**config.mk**
```make
export PLATFORM = sky130hd
export DESIGN_NAME = ysyx_210238_wb_arbiter_flat
export DESIGN_NICKNAME = d
export VERILOG_FILES = /design/src/rtl/ysyx_210238_wb_arbiter_if.sv /design/src/rtl/ysyx_210238_wb_arbiter.sv /design/src/flat_wrapper.sv
export SDC_FILE = /design/constraint.sdc
export NUM_CORES = 1
export LEC_CHECK = 0
export BUFFER_PORTS_ARGS = -buffer_cell sky130_fd_sc_hd__buf_4
export CAP_MARGIN = 10
export CORE_MARGIN = 2
export CORE_UTILIZATION = 39
export CTS_BUF_LIST = sky130_fd_sc_hd__clkbuf_8
export DETAILED_ROUTE_END_ITERATION = 6
export PLACE_DENSITY = 0.78
export SETUP_SLACK_MARGIN = 0.2
export SLEW_MARGIN = 20
export SYNTH_ARGS = -nofsm -noshare
export SYNTH_HDL_FRONTEND = slang
export SYNTH_SLANG_ARGS = --single-unit
```
**constraint.sdc**
```tcl
create_clock -name i_clk -period 1.23 [get_ports i_clk]
set_input_delay 0 -clock i_clk [delete_from_list [all_inputs] [get_ports i_clk]]
set_output_delay 0 -clock i_clk [all_outputs]
set_load 0.05 [all_outputs]
```
**src/rtl/ysyx_210238_wb_arbiter_if.sv**
```systemverilog
// Register-file write-port bundle: pipeline write-back request, MDU
// result request, and the registered register-file write.
interface ysyx_210238_wb_arbiter_if;
    logic        i_wb_valid;
    logic        o_wb_ready;
    logic        i_wb_rd_wen;
    logic [4:0]  i_wb_rd_addr;
    logic [63:0] i_wb_rd_data;
    logic        i_wb_mem_read;
    logic [63:0] i_wb_mem_rdata;
    logic        i_md_valid;
    logic        o_md_ready;
    logic [4:0]  i_md_rd_addr;
    logic [63:0] i_md_rd_data;
    logic        o_rd_wen;
    logic [4:0]  o_rd_addr;
    logic [63:0] o_rd_wdata;

    // Arbiter side
    modport slave (
        input  i_wb_valid, i_wb_rd_wen, i_wb_rd_addr, i_wb_rd_data,
               i_wb_mem_read, i_wb_mem_rdata,
               i_md_valid, i_md_rd_addr, i_md_rd_data,
        output o_wb_ready, o_md_ready, o_rd_wen, o_rd_addr, o_rd_wdata
    );

    // Requester / register-file side
    modport master (
        output i_wb_valid, i_wb_rd_wen, i_wb_rd_addr, i_wb_rd_data,
               i_wb_mem_read, i_wb_mem_rdata,
               i_md_valid, i_md_rd_addr, i_md_rd_data,
        input  o_wb_ready, o_md_ready, o_rd_wen, o_rd_addr, o_rd_wdata
    );
endinterface

```
**src/rtl/ysyx_210238_wb_arbiter.sv**
```systemverilog
// Register-file write-port arbiter: pipeline has priority, the MDU is
// forced through after STARVE_MAX consecutive blocked cycles. One
// registered write per cycle is presented to the register file.
module ysyx_210238_wb_arbiter #(
    parameter int unsigned STARVE_MAX = 4
) (
    input  logic                           i_clk,
    input  logic                           i_rst_n,
    ysyx_210238_wb_arbiter_if.slave        bus
);
    typedef enum logic {PIPE, FORCE_MD} state_t;

    localparam logic [3:0] LP_STARVE_MAX = 4'(STARVE_MAX);

    state_t      r_state;
    state_t      w_state_nxt;
    logic [3:0]  r_starve;
    logic [3:0]  w_starve_nxt;
    logic        w_wb_ready;
    logic        w_md_ready;
    logic        w_wb_xfer;
    logic        w_md_xfer;
    logic        w_md_blocked;
    logic        r_rd_wen;
    logic [4:0]  r_rd_addr;
    logic [63:0] r_rd_wdata;

    // Ready outputs depend only on state and pipeline valid
    always_comb begin
        w_wb_ready = 1'b1;
        w_md_ready = !bus.i_wb_valid;
        if (r_state == FORCE_MD) begin
            w_wb_ready = 1'b0;
            w_md_ready = 1'b1;
        end
    end

    assign w_wb_xfer    = bus.i_wb_valid & w_wb_ready;
    assign w_md_xfer    = bus.i_md_valid & w_md_ready;
    assign w_md_blocked = (r_state == PIPE) & bus.i_md_valid & !w_md_ready;

    // Next state and starvation count
    always_comb begin
        w_state_nxt  = r_state;
        w_starve_nxt = r_starve;
        if (w_md_xfer) begin
            w_starve_nxt = '0;
        end else if (w_md_blocked) begin
            w_starve_nxt = r_starve + 4'd1;
        end
        case (r_state)
            PIPE: begin
                if (w_md_blocked && (r_starve + 4'd1 == LP_STARVE_MAX)) begin
                    w_state_nxt = FORCE_MD;
                end
            end
            FORCE_MD: begin
                if (w_md_xfer) begin
                    w_state_nxt = PIPE;
                end
            end
            default: w_state_nxt = PIPE;
        endcase
    end

    // State and starvation counter registers
    always_ff @(posedge i_clk or negedge i_rst_n) begin
        if (!i_rst_n) begin
            r_state  <= PIPE;
            r_starve <= '0;
        end else begin
            r_state  <= w_state_nxt;
            r_starve <= w_starve_nxt;
        end
    end

    // Registered register-file write; x0 writes are consumed but suppressed
    always_ff @(posedge i_clk or negedge i_rst_n) begin
        if (!i_rst_n) begin
            r_rd_wen   <= 1'b0;
            r_rd_addr  <= '0;
            r_rd_wdata <= '0;
        end else if (w_wb_xfer) begin
            r_rd_wen   <= bus.i_wb_rd_wen & (bus.i_wb_rd_addr != 5'd0);
            r_rd_addr  <= bus.i_wb_rd_addr;
            r_rd_wdata <= bus.i_wb_mem_read ? bus.i_wb_mem_rdata : bus.i_wb_rd_data;
        end else if (w_md_xfer) begin
            r_rd_wen   <= (bus.i_md_rd_addr != 5'd0);
            r_rd_addr  <= bus.i_md_rd_addr;
            r_rd_wdata <= bus.i_md_rd_data;
        end else begin
            r_rd_wen   <= 1'b0;
        end
    end

    assign bus.o_wb_ready = w_wb_ready;
    assign bus.o_md_ready = w_md_ready;
    assign bus.o_rd_wen   = r_rd_wen;
    assign bus.o_rd_addr  = r_rd_addr;
    assign bus.o_rd_wdata = r_rd_wdata;
endmodule

```
**src/flat_wrapper.sv**
```systemverilog
// flat-port wrapper written by rule: the top's interface ports become plain ports
module ysyx_210238_wb_arbiter_flat 
#(
    parameter int unsigned STARVE_MAX = 4
)
  (i_clk, i_rst_n, bus_i_wb_valid, bus_i_wb_rd_wen, bus_i_wb_rd_addr, bus_i_wb_rd_data, bus_i_wb_mem_read, bus_i_wb_mem_rdata, bus_i_md_valid, bus_i_md_rd_addr, bus_i_md_rd_data, bus_o_wb_ready, bus_o_md_ready, bus_o_rd_wen, bus_o_rd_addr, bus_o_rd_wdata);
  ysyx_210238_wb_arbiter_if bus_i ();
  input  logic i_clk;
  input  logic i_rst_n;
  input wire logic [$bits(bus_i.i_wb_valid)-1:0] bus_i_wb_valid;
  input wire logic [$bits(bus_i.i_wb_rd_wen)-1:0] bus_i_wb_rd_wen;
  input wire logic [$bits(bus_i.i_wb_rd_addr)-1:0] bus_i_wb_rd_addr;
  input wire logic [$bits(bus_i.i_wb_rd_data)-1:0] bus_i_wb_rd_data;
  input wire logic [$bits(bus_i.i_wb_mem_read)-1:0] bus_i_wb_mem_read;
  input wire logic [$bits(bus_i.i_wb_mem_rdata)-1:0] bus_i_wb_mem_rdata;
  input wire logic [$bits(bus_i.i_md_valid)-1:0] bus_i_md_valid;
  input wire logic [$bits(bus_i.i_md_rd_addr)-1:0] bus_i_md_rd_addr;
  input wire logic [$bits(bus_i.i_md_rd_data)-1:0] bus_i_md_rd_data;
  output wire logic [$bits(bus_i.o_wb_ready)-1:0] bus_o_wb_ready;
  output wire logic [$bits(bus_i.o_md_ready)-1:0] bus_o_md_ready;
  output wire logic [$bits(bus_i.o_rd_wen)-1:0] bus_o_rd_wen;
  output wire logic [$bits(bus_i.o_rd_addr)-1:0] bus_o_rd_addr;
  output wire logic [$bits(bus_i.o_rd_wdata)-1:0] bus_o_rd_wdata;
  assign bus_i.i_wb_valid = bus_i_wb_valid;
  assign bus_i.i_wb_rd_wen = bus_i_wb_rd_wen;
  assign bus_i.i_wb_rd_addr = bus_i_wb_rd_addr;
  assign bus_i.i_wb_rd_data = bus_i_wb_rd_data;
  assign bus_i.i_wb_mem_read = bus_i_wb_mem_read;
  assign bus_i.i_wb_mem_rdata = bus_i_wb_mem_rdata;
  assign bus_i.i_md_valid = bus_i_md_valid;
  assign bus_i.i_md_rd_addr = bus_i_md_rd_addr;
  assign bus_i.i_md_rd_data = bus_i_md_rd_data;
  assign bus_o_wb_ready = bus_i.o_wb_ready;
  assign bus_o_md_ready = bus_i.o_md_ready;
  assign bus_o_rd_wen = bus_i.o_rd_wen;
  assign bus_o_rd_addr = bus_i.o_rd_addr;
  assign bus_o_rd_wdata = bus_i.o_rd_wdata;
  ysyx_210238_wb_arbiter #(.STARVE_MAX(STARVE_MAX)) u_core (.i_clk(i_clk), .i_rst_n(i_rst_n), .bus(bus_i));
endmodule
```
# Word-level counts from Yosys, hierarchy flattened
# Index checks and enable logic that the tools add are counted.
[word_totals]
ff_bits = 75
input_bits = 208
output_inout_bits = 72
word_cells = 34
[op_classes]
addsub = 1
n_eq_ne = 1
n_mux = 14
n_bitwise = 6
reduce_logical = 7
[ops]
columns = ["operator", "n"]
rows = [
  ["2-to-1 mux 64 bit", 3],
  ["2-to-1 mux 5 bit", 2],
  ["nonzero test 5 bit", 2],
  ["2-to-1 mux 4 bit", 2],
  ["2-to-1 mux 1 bit", 6],
  ["AND 1 bit", 5],
  ["adder 4 x 1 -> 4 bit, second input constant", 1],
  ["== test 4 x 3 -> 1 bit, second input constant", 1],
  ["nonzero test 2 bit", 2],
  ["logical NOT 1 bit", 2],
  ["one-hot mux 1 bit (2 select lines)", 1],
  ["logical AND 1 bit", 1],
  ["NOT 1 bit", 1],
]

# Longest topological paths before layout
# Gate-level depths: netlist of the first run.
[logic_depth]
word_depth = 7
depth_mapped = 6
ltp_nobuf = 4

# Worst setup path before layout of the first run
# Ideal clock, no wire load.
[synth_path]
path_type = "register to register"
startpoint = "register u_core.r_state"
endpoint = "register u_core.r_rd_wdata[30], in the netlist u_core.bus.o_rd_wdata[30]"
setup_time_ps = 140
arrival_time_ps = 1089
required_time_ps = 1090
path_slack_ps = 1
path_stages_with_launch = 7
path_buffers = 2
period_less_slack_ps = 1229
cell_sequence = "dfrtp_1 -> nor2b_2 -> inv_2 -> buf_6 -> buf_6 -> a211oi_2 -> a21oi_1"
[synth_between]
elab_chain_len = 3
elab_cells_between_ends = 6
cone_classes = "3 x mux; 2 x bitwise; 1 x reduce/logical"
[synth_rtl]
columns = ["element", "line_no", "source"]
rows = [
  ["start: declaration", "ysyx_210238_wb_arbiter.sv:15", "state_t r_state;"],
  ["start signal: assignment", "ysyx_210238_wb_arbiter.sv:72", "r_state <= w_state_nxt;"],
  ["2-to-1 mux 1 bit", "ysyx_210238_wb_arbiter.sv:32", "if (r_state == FORCE_MD) begin"],
  ["AND 1 bit (on tied branches)", "ysyx_210238_wb_arbiter.sv:38, ysyx_210238_wb_arbiter.sv:39", ""],
  ["2-to-1 mux 64 bit / nonzero test 2 bit (equally long branches)", "n/a", ""],
  ["end signal: assignment", "ysyx_210238_wb_arbiter.sv:86", "r_rd_wdata <= bus.i_wb_mem_read ? bus.i_wb_mem_rdata : bus.i_wb_rd_data;"],
  ["end signal: assignment", "ysyx_210238_wb_arbiter.sv:90", "r_rd_wdata <= bus.i_md_rd_data;"],
  ["end: declaration", "ysyx_210238_wb_arbiter.sv:26", "logic [63:0] r_rd_wdata;"],
]
# Several ways; a longest one is shown, not always the timed one.
# A chain may end at the register's enable or synchronous reset.

# Worst setup path after layout of the first run
[layout_path]
startpoint = "register u_core.r_state"
endpoint = "register u_core.r_rd_wdata[55], in the netlist u_core.bus.o_rd_wdata[55]"
# Same word-level chain as after synthesis.

==> results of run 1 <==
critical path, cell delays in order (launching register included):
cell and delay [ns]:
dfrtp_1 0.41, nor2b_4 0.20, inv_8 0.10, buf_16 0.20
a211oi_2 0.25, a21oi_1 0.08
registers in the layout (all words and copies together), names as in the netlist:
name / cells
u_core.bus.o_rd_wen: 1
u_core.r_state: 1
u_core.r_starve: 4
u_core.bus.o_rd_wdata: 64
u_core.bus.o_rd_addr: 5
report_power, final:
part	internal (W)	switching [W]	total (W)	leakage, nW
sequential	0.00274	0.000190	0.00293	0.869
combinational	0.00166	0.00206	0.00372	3.05
clock	0.00103	0.000940	0.00197	0.0974
layout make-up:
type / instances / area, µm² / area share [%]
inverters: 5 / 28.8 / 0.325
multi-input cells: 292 / 2580 / 29.1
repair buffers: 446 / 4000 / 45.2
flip-flops and latches: 75 / 1880 / 21.2
clock buffers: 11 / 151 / 1.71
well taps: 136 / 170 / 1.92
clock inverters: 4 / 50.0 / 0.565
cells in the mapped netlist, drive strengths merged:
master / n
xnor2: 2
o22ai: 2
mux2: 1
ha: 2
nand3: 2
or4: 2
dfrtp: 75
a21oi: 64
o21ai: 8
nor2b: 65
mux2i: 69
a41o: 1
inv: 5
o211ai: 1
buf: 27
clkbuf: 11
a211oi: 64
nor2: 3
nand2: 6
logic make-up after synthesis:
| logic type | share of synthesized area [%] |
|---|---|
| AOI/OAI and AO/OA | 21.1 |
| xor gates and xnor gates | 0.416 |
| adders and majority gates | 0.595 |
| buffers and inverters | 5.53 |
| DFF | 44.6 |
| muxes | 16.7 |
| and+or+nand+nor | 11.1 |
metal layers:
layer  up-vias  track usage (%)  wire [µm]
met1      2500             33.4       7090
li1       2314                -          -
met5         -                0          0
met2       297             52.8      10400
met4         0             13.3        777
met3        74             8.66       1590
path summary, 6_finish.rpt:
kind / startpoint / to / cells past startpoint
worst max-delay path: u_core.r_state$_DFF_PN0_ / u_core.bus.o_rd_wdata[55]$_DFFE_PN0P_ / 5
max in group asynchronous: i_rst_n / u_core.r_starve[3]$_DFFE_PN0P_ / 3
min in group asynchronous: i_rst_n / u_core.bus.o_rd_wdata[38]$_DFFE_PN0P_ / 3
worst max register to register: u_core.r_state$_DFF_PN0_ / u_core.bus.o_rd_wdata[55]$_DFFE_PN0P_ / 5
worst min register to register: u_core.r_starve[3]$_DFFE_PN0P_ / u_core.r_starve[3]$_DFFE_PN0P_ / 2
worst min-delay path: bus_i_md_rd_data[0] / u_core.bus.o_rd_wdata[0]$_DFFE_PN0P_ / 3
repair_timing:
item / CTS / global route
endpoints found under the hold margin: 145 / 0
hold buffers: 138 / 0
pin swaps: 2 / 23
setup endpoints to repair: 72 / 72
setup buffers: 3 / 6
cloned: 3 / 5
gates resized for setup: 39 / 72
through the flow:
stage / util [%] / TNS [ns] / total power [W]
global placement: 62.3 / -0.128 / 0.00575
global route: 85.1 / -7.26 / 0.00893
floorplan: - / 0 / 0.00458
detailed placement: 62.3 / -2.15 / 0.00580
finish: 85.1 / -3.89 / 0.00862
CTS: 80.4 / -3.21 / 0.00827
==> metrics.md, run 1 <==
| Metric | Value |
|---|---|
| Hold_ws | 0.0244 ns |
| Least-Margin Pin Slew | 0.419 ns |
| Pins Over Slew Limit | 0 |
| RSZ-0062 raised after global routing | yes |
| Max-cap viol count | 0 |
| Share of cells above drive strength 1 | 48.5% |
| Reg clk slew, reported paths | 0.08 ns |
| Synth cell types | 25 |
| Worst IR Drop VDD | 0.747 mV |
| CTS Buf Count | 9 |
| Leakage | 4.01 nW |
| Global route total overflow | 0 |
| Post-synthesis register bit count | 75 |
| Gate Count Post-Synth | 410 |
| Initial Utilization | 40.4% |
| Final #Nets | 1039 |
| Slew margin rel. | 72.1% |
| Routed WL | 19800 µm |
| Final min period | 1.36 ns |
| Mapped Nets | 620 |
| Synthesized area | 0.00421 mm² |
| GP Congestion | 0.839 |
| Num rows | 37 |
| Endpoints failing hold | 0 |
| FF-to-FF setup slack | -0.13 ns |
| CTS sink cnt | 75 |
| Post-DR vias/cell | 5.35 |
| Commonest cells after routing, fill and taps aside | buf_4, dlygate4sd3_1, dfrtp_1 |
| Antenna cells | 0 |
| Post-Place Cell Area | 0.00649 mm² |
| Post-synthesis sequential area ratio | 44.6% |
| Data required, critical path | 1.45 ns |
| DRT Pass-1 Iters | 4 |
| Ys Warns | 0 |
| Routed len/inst | 20.5 µm |
| GRT Overall Usage | 30.0% |
| Clk buf depth | 2 |
| Commonest non-fill, non-tap cell in the layout | buf_4 |
| Share of the synthesized area in the top cell type | 44.6% |
| DR iter-0 viols | 348 |
| Area Overhead vs Synth | 111% |
| CTS tree | done |
| Final WS setup | -0.129 ns |
| Clk_skew | 0.0123 ns |
| PortBufs | 279 |
| Failing checks | negative setup slack |
| Outcome | complete, but fails checks |
| CP arrival | 1.58 ns |
| Pwr dens | 973 mW/mm² |
| Avg Cell Area, Syn | 10.3 µm² |
| Fin crit share | 110% |
| Max FO, Critical Path | 29 |
| Residual DRC | 0 |
| IO Pins | 280 |
| Setup-failing EPs final | 61 |
| Worst setup SP type | flop |
| Initial antenna violation count | 0 |
| HPWL after DPL | 10000 µm |
| Cells after DPL | 799 |
| CP Capture Type | flop |
| FMAX | 0.736 GHz |
| Min-Delay Path Class | in2reg |
| Largest net degree at the start of global routing | 76 |
| H-tree levels | 3 |
| First-pass GRT wire length | 27000 µm |
| Final Instance Count excl. Fillers | 969 |
| Die Span Y | 108 µm |
| Routed via count | 5185 |
| Clk Tree Root Cell | clkbuf_8 |
| Finished Cell Area | 0.00886 mm² |
| Die ar. | 0.0116 mm² |
| Setup WS pre-CTS | -0.0914 ns |
| Critical path type | reg2reg |
| Fillcell total | 470 |
| Core footprint | 0.0104 mm² |
| DRT antenna net count | 0 |
| Main area contributors after synthesis | dfrtp_1, mux2i_1, a211oi_1 |
| Yosys top cell by area | dfrtp_1 |
| Clock Latency Late Sink | 0.35 ns |
| Die W | 108 µm |
| Vias in the first global route | 5335 |
Note: power is estimated with default switching activity, not from simulation.
==> run 2, diff against run 1 <==
Settings changed: SLEW_MARGIN 20 to unset.
Clock period 1.23 ns to 1.2 ns, I/O delays scaled along.
==> run 2 against run 1 <==
Effect of this change:
- the run still ends with negative setup slack left
- clock skew decreased by 0.0052 ns
- non-clock buffer count rose by 16
- core utilization increased by 2.8 points
- die area unchanged
- critical path depth is 1 higher
- cell area increased by 3.3%
- global-route usage increased by 2.0 points
- clock power increased by 26%
- worst setup slack got worse by 0.22 ns
- largest cell class unchanged
==> metrics.md, run 2 (synthesis gave the netlist of run 1 again) <==
| Metric | Value |
|---|---|
| Area of the multi-input gates | 0.00262 mm² |
| Slowest Stage Delay on Critical Path | 0.42 ns |
| Max-cap viol count | 0 |
| Post-Place Cell Area | 0.00654 mm² |
| Final WS setup | -0.350 ns |
| Commonest cells after routing, fill and taps aside | buf_4, dlygate4sd3_1, dfrtp_1 |
| Core Util, Final | 87.9% |
| Routed via count | 5428 |
| FMAX | 0.645 GHz |
| Clk Tree Root Cell | clkbuf_8 |
| Global route total overflow | 0 |
| DRT Pass-1 Iters | 5 |
| Fin crit share | 129% |
| Vias in the first global route | 5729 |
| Initial Utilization | 40.4% |
| Routed WL | 21500 µm |
| Clock Latency Late Sink | 0.34 ns |
| Worst Hold Depth | 4 |
| Core footprint | 0.0104 mm² |
| Seq pwr share | 31.7% |
| Failing checks | negative setup slack |
| Worst path cell trace | nor2b_4 -> buf_6 -> clkinvlp_4 -> buf_12 -> a211oi_4 -> a21oi_2 |
| CTS tree | done |
| Sw Ratio | 35.8% |
| Fillcell total | 444 |
| Share of cells above drive strength 1 | 51.4% |
| Largest net degree at the start of global routing | 60 |
| Pins Over Slew Limit | 0 |
| Setup-failing EPs final | 69 |
| GP Congestion | 0.796 |
| PortBufs | 279 |
| First-pass GRT wire length | 28800 µm |
| Area Overhead vs Synth | 118% |
| CTS Buf Count | 9 |
| GRT Overall Usage | 32.0% |
| Routed len/inst | 21.7 µm |
| Commonest non-fill, non-tap cell in the layout | buf_4 |
| Combinational share of power | 41.9% |
| Slew margin rel. | 72.4% |
| Initial antenna violation count | 1 |
| IO Pins | 280 |
| DR iter-0 viols | 328 |
| CTS sink cnt | 75 |
| Finished Cell Area | 0.00915 mm² |
| Post-DR vias/cell | 5.49 |
| H-tree levels | 3 |
| DRT antenna net count | 0 |
| Cells after DPL | 808 |
| Pwr dens | 1030 mW/mm² |
| P_int | 0.00606 W |
| Least-Margin Pin Slew | 0.414 ns |
| Hold_ws | 0.0345 ns |
| Number of flip-flops in the largest register | 64 |
| RSZ-0062 raised after global routing | yes |
| CP Capture Type | flop |
| Clk_skew | 0.00705 ns |
| Reg clk slew, reported paths | 0.08 ns |
| Final #Nets | 1057 |
| Min-Delay Path Class | in2reg |
| Worst reg2reg path depth | 6 |
| CP max stage cell | dfrtp_1 |
| Outcome | complete, but fails checks |
| Final Instance Count excl. Fillers | 988 |
| Die ar. | 0.0116 mm² |
| HPWL after DPL | 10500 µm |
| Max FO, Critical Path | 7 |
| Endpoints failing hold | 0 |
| CP arrival | 1.77 ns |
| Data required, critical path | 1.42 ns |
| Leakage | 4.17 nW |
| FF+latch area | 0.00188 mm² |
| Clk buf depth | 2 |
| Die Span Y | 108 µm |
| Die W | 108 µm |
| Clk pwr share | 26.4% |
| Residual DRC | 0 |
| Final min period | 1.55 ns |
| Num rows | 37 |
| Critical path type | reg2reg |
| Net Switching | 0.00338 W |
| Worst setup SP type | flop |
| Worst IR Drop VDD | 0.705 mV |
| Setup TNS | -14.80 ns |
run 2: final timing paths:
path | startpoint | end | slack, ns
setup reg to reg | u_core.r_state$_DFF_PN0_ | u_core.bus.o_rd_wdata[49]$_DFFE_PN0P_ | -0.35
max in group asynchronous | i_rst_n | u_core.bus.o_rd_wdata[26]$_DFFE_PN0P_ | 0.56
hold / removal | bus_i_wb_rd_data[17] | u_core.bus.o_rd_wdata[17]$_DFFE_PN0P_ | 0.03
setup / recovery | u_core.r_state$_DFF_PN0_ | u_core.bus.o_rd_wdata[49]$_DFFE_PN0P_ | -0.35
min in group asynchronous | i_rst_n | u_core.bus.o_rd_wdata[50]$_DFFE_PN0P_ | 0.11
hold reg to reg | u_core.r_starve[3]$_DFFE_PN0P_ | u_core.r_starve[3]$_DFFE_PN0P_ | 0.58
run 2: layout make-up:
cell class | instances | share of cell area [%]
antenna | 1 | 0.0273
tap | 136 | 1.86
timing repair buffer | 462 | 45.8
clock inverter | 4 | 1.07
multi-input combinational | 292 | 28.6
timing repair inverter | 2 | 0.150
sequential | 75 | 20.5
inverter | 5 | 0.369
clock buffer | 11 | 1.65
run 2: power by group through the flow:
| stage | sequential [W] | combinational [W] | clock [W] |
|---|---|---|---|
| final | 0.00299 | 0.00395 | 0.00249 |
| after global routing | 0.00302 | 0.00410 | 0.00260 |
| after CTS | 0.00297 | 0.00355 | 0.00249 |
| after detailed placement | 0.00301 | 0.00296 | 0 |
| after global placement | 0.00301 | 0.00291 | 0 |
| after floorplan | 0.00395 | 0.000740 | 0 |
run 2: per-layer routing:
metal  track usage (%)  vias up  share of wire (%)
met5                 0        -                  0
met4              17.9        0                5.7
met3              8.05      103                7.7
met2              57.1      334                 52
met1              34.1     2630                 35
li1                  -     2361                  -
run 2: per-stage QoR:
stage / setup slack, ns / total power (W)
3_5_place_dp: -0.156 / 0.00598
5_1_grt: -0.367 / 0.00973
3_3_place_gp: -0.113 / 0.00592
6_report: -0.350 / 0.00944
4_1_cts: -0.186 / 0.00901
2_1_floorplan: 0.0286 / 0.00469
run 2: worst max-delay path, delay by kind of cell (launching register included):
family                 cells  cell delay [ns]
AND/OR/NAND/NOR            1             0.17
buffers and inverters      3             0.52
flip-flops                 1             0.42
AO/OA/AOI/OAI              2             0.31
run 2: repair_timing:
action / in CTS / in global routing
pin swaps: 2 / 37
gates resized for setup: 67 / 69
hold endpoints to repair: 145 / 0
hold buffers: 139 / 0
setup endpoints to repair: 77 / 77
setup buffers: 8 / 6
gates cloned: 6 / 5
==> run 3, diff against run 2 <==
--- a/config.mk
+++ b/config.mk
@@ -15,2 +15,3 @@
 export SETUP_SLACK_MARGIN = 0.2
+export SKIP_CTS_REPAIR_TIMING = 1
 export SYNTH_ARGS = -nofsm -noshare
--- a/constraint.sdc
+++ b/constraint.sdc
@@ -3,2 +3,2 @@
 set_output_delay 0 -clock i_clk [all_outputs]
-set_load 0.05 [all_outputs]
+set_load 0.01 [all_outputs]
==> run 3 against run 2 <==
Effect of this change:
- the run ends with negative hold slack, negative setup slack left
- clock skew grew 0.0048 ns
- core utilization is 11 points lower
- sequential share of layout area increased by 2.9 points
- maximum frequency is 16% higher
- power fell by 21%
- largest cell class unchanged
- non-clock buffer count decreased by 74
- wire length shrank 23%
- combinational power is 35% lower
- sequential cell count stayed put
- critical path type unchanged
- critical path depth fell by 1
==> metrics.md, run 3 (synthesis gave the netlist of run 1 again) <==
| Metric | Value |
|---|---|
| Outcome | complete, but fails checks |
| Failing checks | negative hold slack, negative setup slack |
| Final WS setup | -0.135 ns |
| DRT antenna net count | 0 |
| CTS Buf Count | 9 |
| Post-DR vias/cell | 5.23 |
| Num rows | 37 |
| Fillcell total | 625 |
| Antenna cells | 0 |
| Data required, critical path | 1.40 ns |
| Routed WL | 16500 µm |
| Reg clk slew, reported paths | 0.08 ns |
| PortBufs | 279 |
| Global route total overflow | 0 |
| Commonest cells after routing, fill and taps aside | buf_4, dlygate4sd3_1, dfrtp_1 |
| Pwr dens | 932 mW/mm² |
| CTS tree | done |
| CP Capture Type | flop |
| Clk Tree Root Cell | clkbuf_8 |
| Clock Latency Late Sink | 0.34 ns |
| Clk_skew | 0.0119 ns |
| GRT Overall Usage | 22.0% |
| Die Span Y | 108 µm |
| Residual DRC | 0 |
| RSZ-0062 raised after global routing | yes |
| GP Congestion | 0.903 |
| Leakage | 3.69 nW |
| Share of cells above drive strength 1 | 49.3% |
| Min-Delay Path Class | in2reg |
| Fin crit share | 111% |
| FF-to-FF setup slack | -0.14 ns |
| Largest net degree at the start of global routing | 76 |
| Slew margin rel. | 70.8% |
| Routed via count | 4766 |
| CP max stage cell | dfrtp_1 |
| Critical path type | reg2reg |
| Pins Over Slew Limit | 0 |
| Buffers & Inverters on Critical Path | 2 |
| Routed len/inst | 18.1 µm |
| CTS sink cnt | 75 |
| Slowest Stage Delay on Critical Path | 0.41 ns |
| DR iter-0 viols | 320 |
| H-tree levels | 3 |
| Endpoints failing hold | 32 |
| Worst IR Drop VDD | 0.575 mV |
| Least-Margin Pin Slew | 0.439 ns |
| Vias in the first global route | 4226 |
| HPWL after DPL | 9980 µm |
| Setup-failing EPs final | 53 |
| Hold_ws | -0.114 ns |
| Worst path cell trace | nor2b_4 -> inv_4 -> buf_12 -> a211oi_4 -> a21oi_1 |
| CP arrival | 1.54 ns |
| Area Overhead vs Synth | 90.2% |
| FMAX | 0.749 GHz |
| Setup TNS | -2.81 ns |
| Core Util, Final | 76.9% |
| Die W | 108 µm |
| Commonest non-fill, non-tap cell in the layout | buf_4 |
| Max FO, Critical Path | 41 |
| Final #Nets | 981 |
| IO Pins | 280 |
| First-pass GRT wire length | 20200 µm |
| Die ar. | 0.0116 mm² |
| Family with the most delay on the worst path | flip-flops |
| Worst setup SP type | flop |
| Initial Utilization | 40.4% |
| Clk buf depth | 2 |
| DRT Pass-1 Iters | 4 |
| FF+latch area | 0.00188 mm² |
| Number of flip-flops in the largest register | 64 |
| Final min period | 1.34 ns |
| Max-cap viol count | 0 |
| Initial antenna violation count | 0 |
| Area of the multi-input gates | 0.00246 mm² |
| Core footprint | 0.0104 mm² |
-- run 3: cell types whose count changed in the layout (fill, tap and decap cells not counted), sizes merged --
| cell | before | now |
|---|---|---|
| buf | 317 | 296 |
| bufbuf | 1 | 0 |
| bufinv | 3 | 0 |
| clkbuf | 16 | 15 |
| clkinvlp | 2 | 0 |
| diode | 1 | 0 |
| dlygate4sd3 | 139 | 91 |
-- run 3: cell type report --
cell class | count | share of cell area [%]
Clock inverter | 1 | 0.0625
Multi-Input combinational cell | 292 | 30.8
Tap cell | 136 | 2.13
Timing Repair Buffer | 388 | 40.9
Inverter | 5 | 0.266
Sequential cell | 75 | 23.4
Clock buffer | 14 | 2.41
-- run 3: power breakdown --
part	internal, W	leakage [nW]	total [W]	switching (W)
combinational	0.00147	2.71	0.00255	0.00109
clock	0.00102	0.105	0.00192	0.000896
sequential	0.00281	0.869	0.00299	0.000179
-- run 3: worst register-to-register path, stage by stage, from the launching register on --
cell and delay (ns):
dfrtp_1 0.41, nor2b_4 0.16, inv_4 0.08, buf_12 0.18, a211oi_4 0.29, a21oi_1 0.09
-- run 3: per-layer routing --
layer | GRT usage (%) | part of all wire [%] | vias to the layer above
met5 | 0 | 0 | -
met4 | 7.97 | 2.3 | 0
met3 | 4.96 | 6.9 | 33
met2 | 40.4 | 52 | 204
met1 | 24.8 | 38 | 2312
li1 | - | - | 2217
-- run 3: path summary, 6_finish.rpt --
path,start,endpoint,cells after the start
min reg2reg,u_core.bus.o_rd_wdata[27]$_DFFE_PN0P_,u_core.bus.o_rd_wdata[27]$_DFFE_PN0P_,2
max reg2reg,u_core.r_state$_DFF_PN0_,u_core.bus.o_rd_wdata[62]$_DFFE_PN0P_,5
min in group asynchronous,i_rst_n,u_core.bus.o_rd_wdata[38]$_DFFE_PN0P_,3
min,bus_i_wb_rd_addr[2],u_core.bus.o_rd_addr[2]$_DFFE_PN0P_,3
max in group asynchronous,i_rst_n,u_core.bus.o_rd_wdata[52]$_DFFE_PN0P_,3
max,u_core.r_state$_DFF_PN0_,u_core.bus.o_rd_wdata[62]$_DFFE_PN0P_,5
-- run 3: through the flow --
step | total power [W] | hold WS (ns) | instance area [µm²] | instances | setup WS (ns)
finish | 0.00746 | -0.114 | 8010 | 911 | -0.135
global route | 0.00780 | -0.124 | 8010 | 911 | -0.166
CTS | 0.00700 | -0.307 | 6670 | 816 | -0.161
detailed placement | 0.00509 | 0.0595 | 6480 | 801 | -0.112
global placement | 0.00502 | 0.0528 | 6480 | 801 | -0.0850
floorplan | 0.00387 | -0.296 | 4230 | 410 | 0.0322
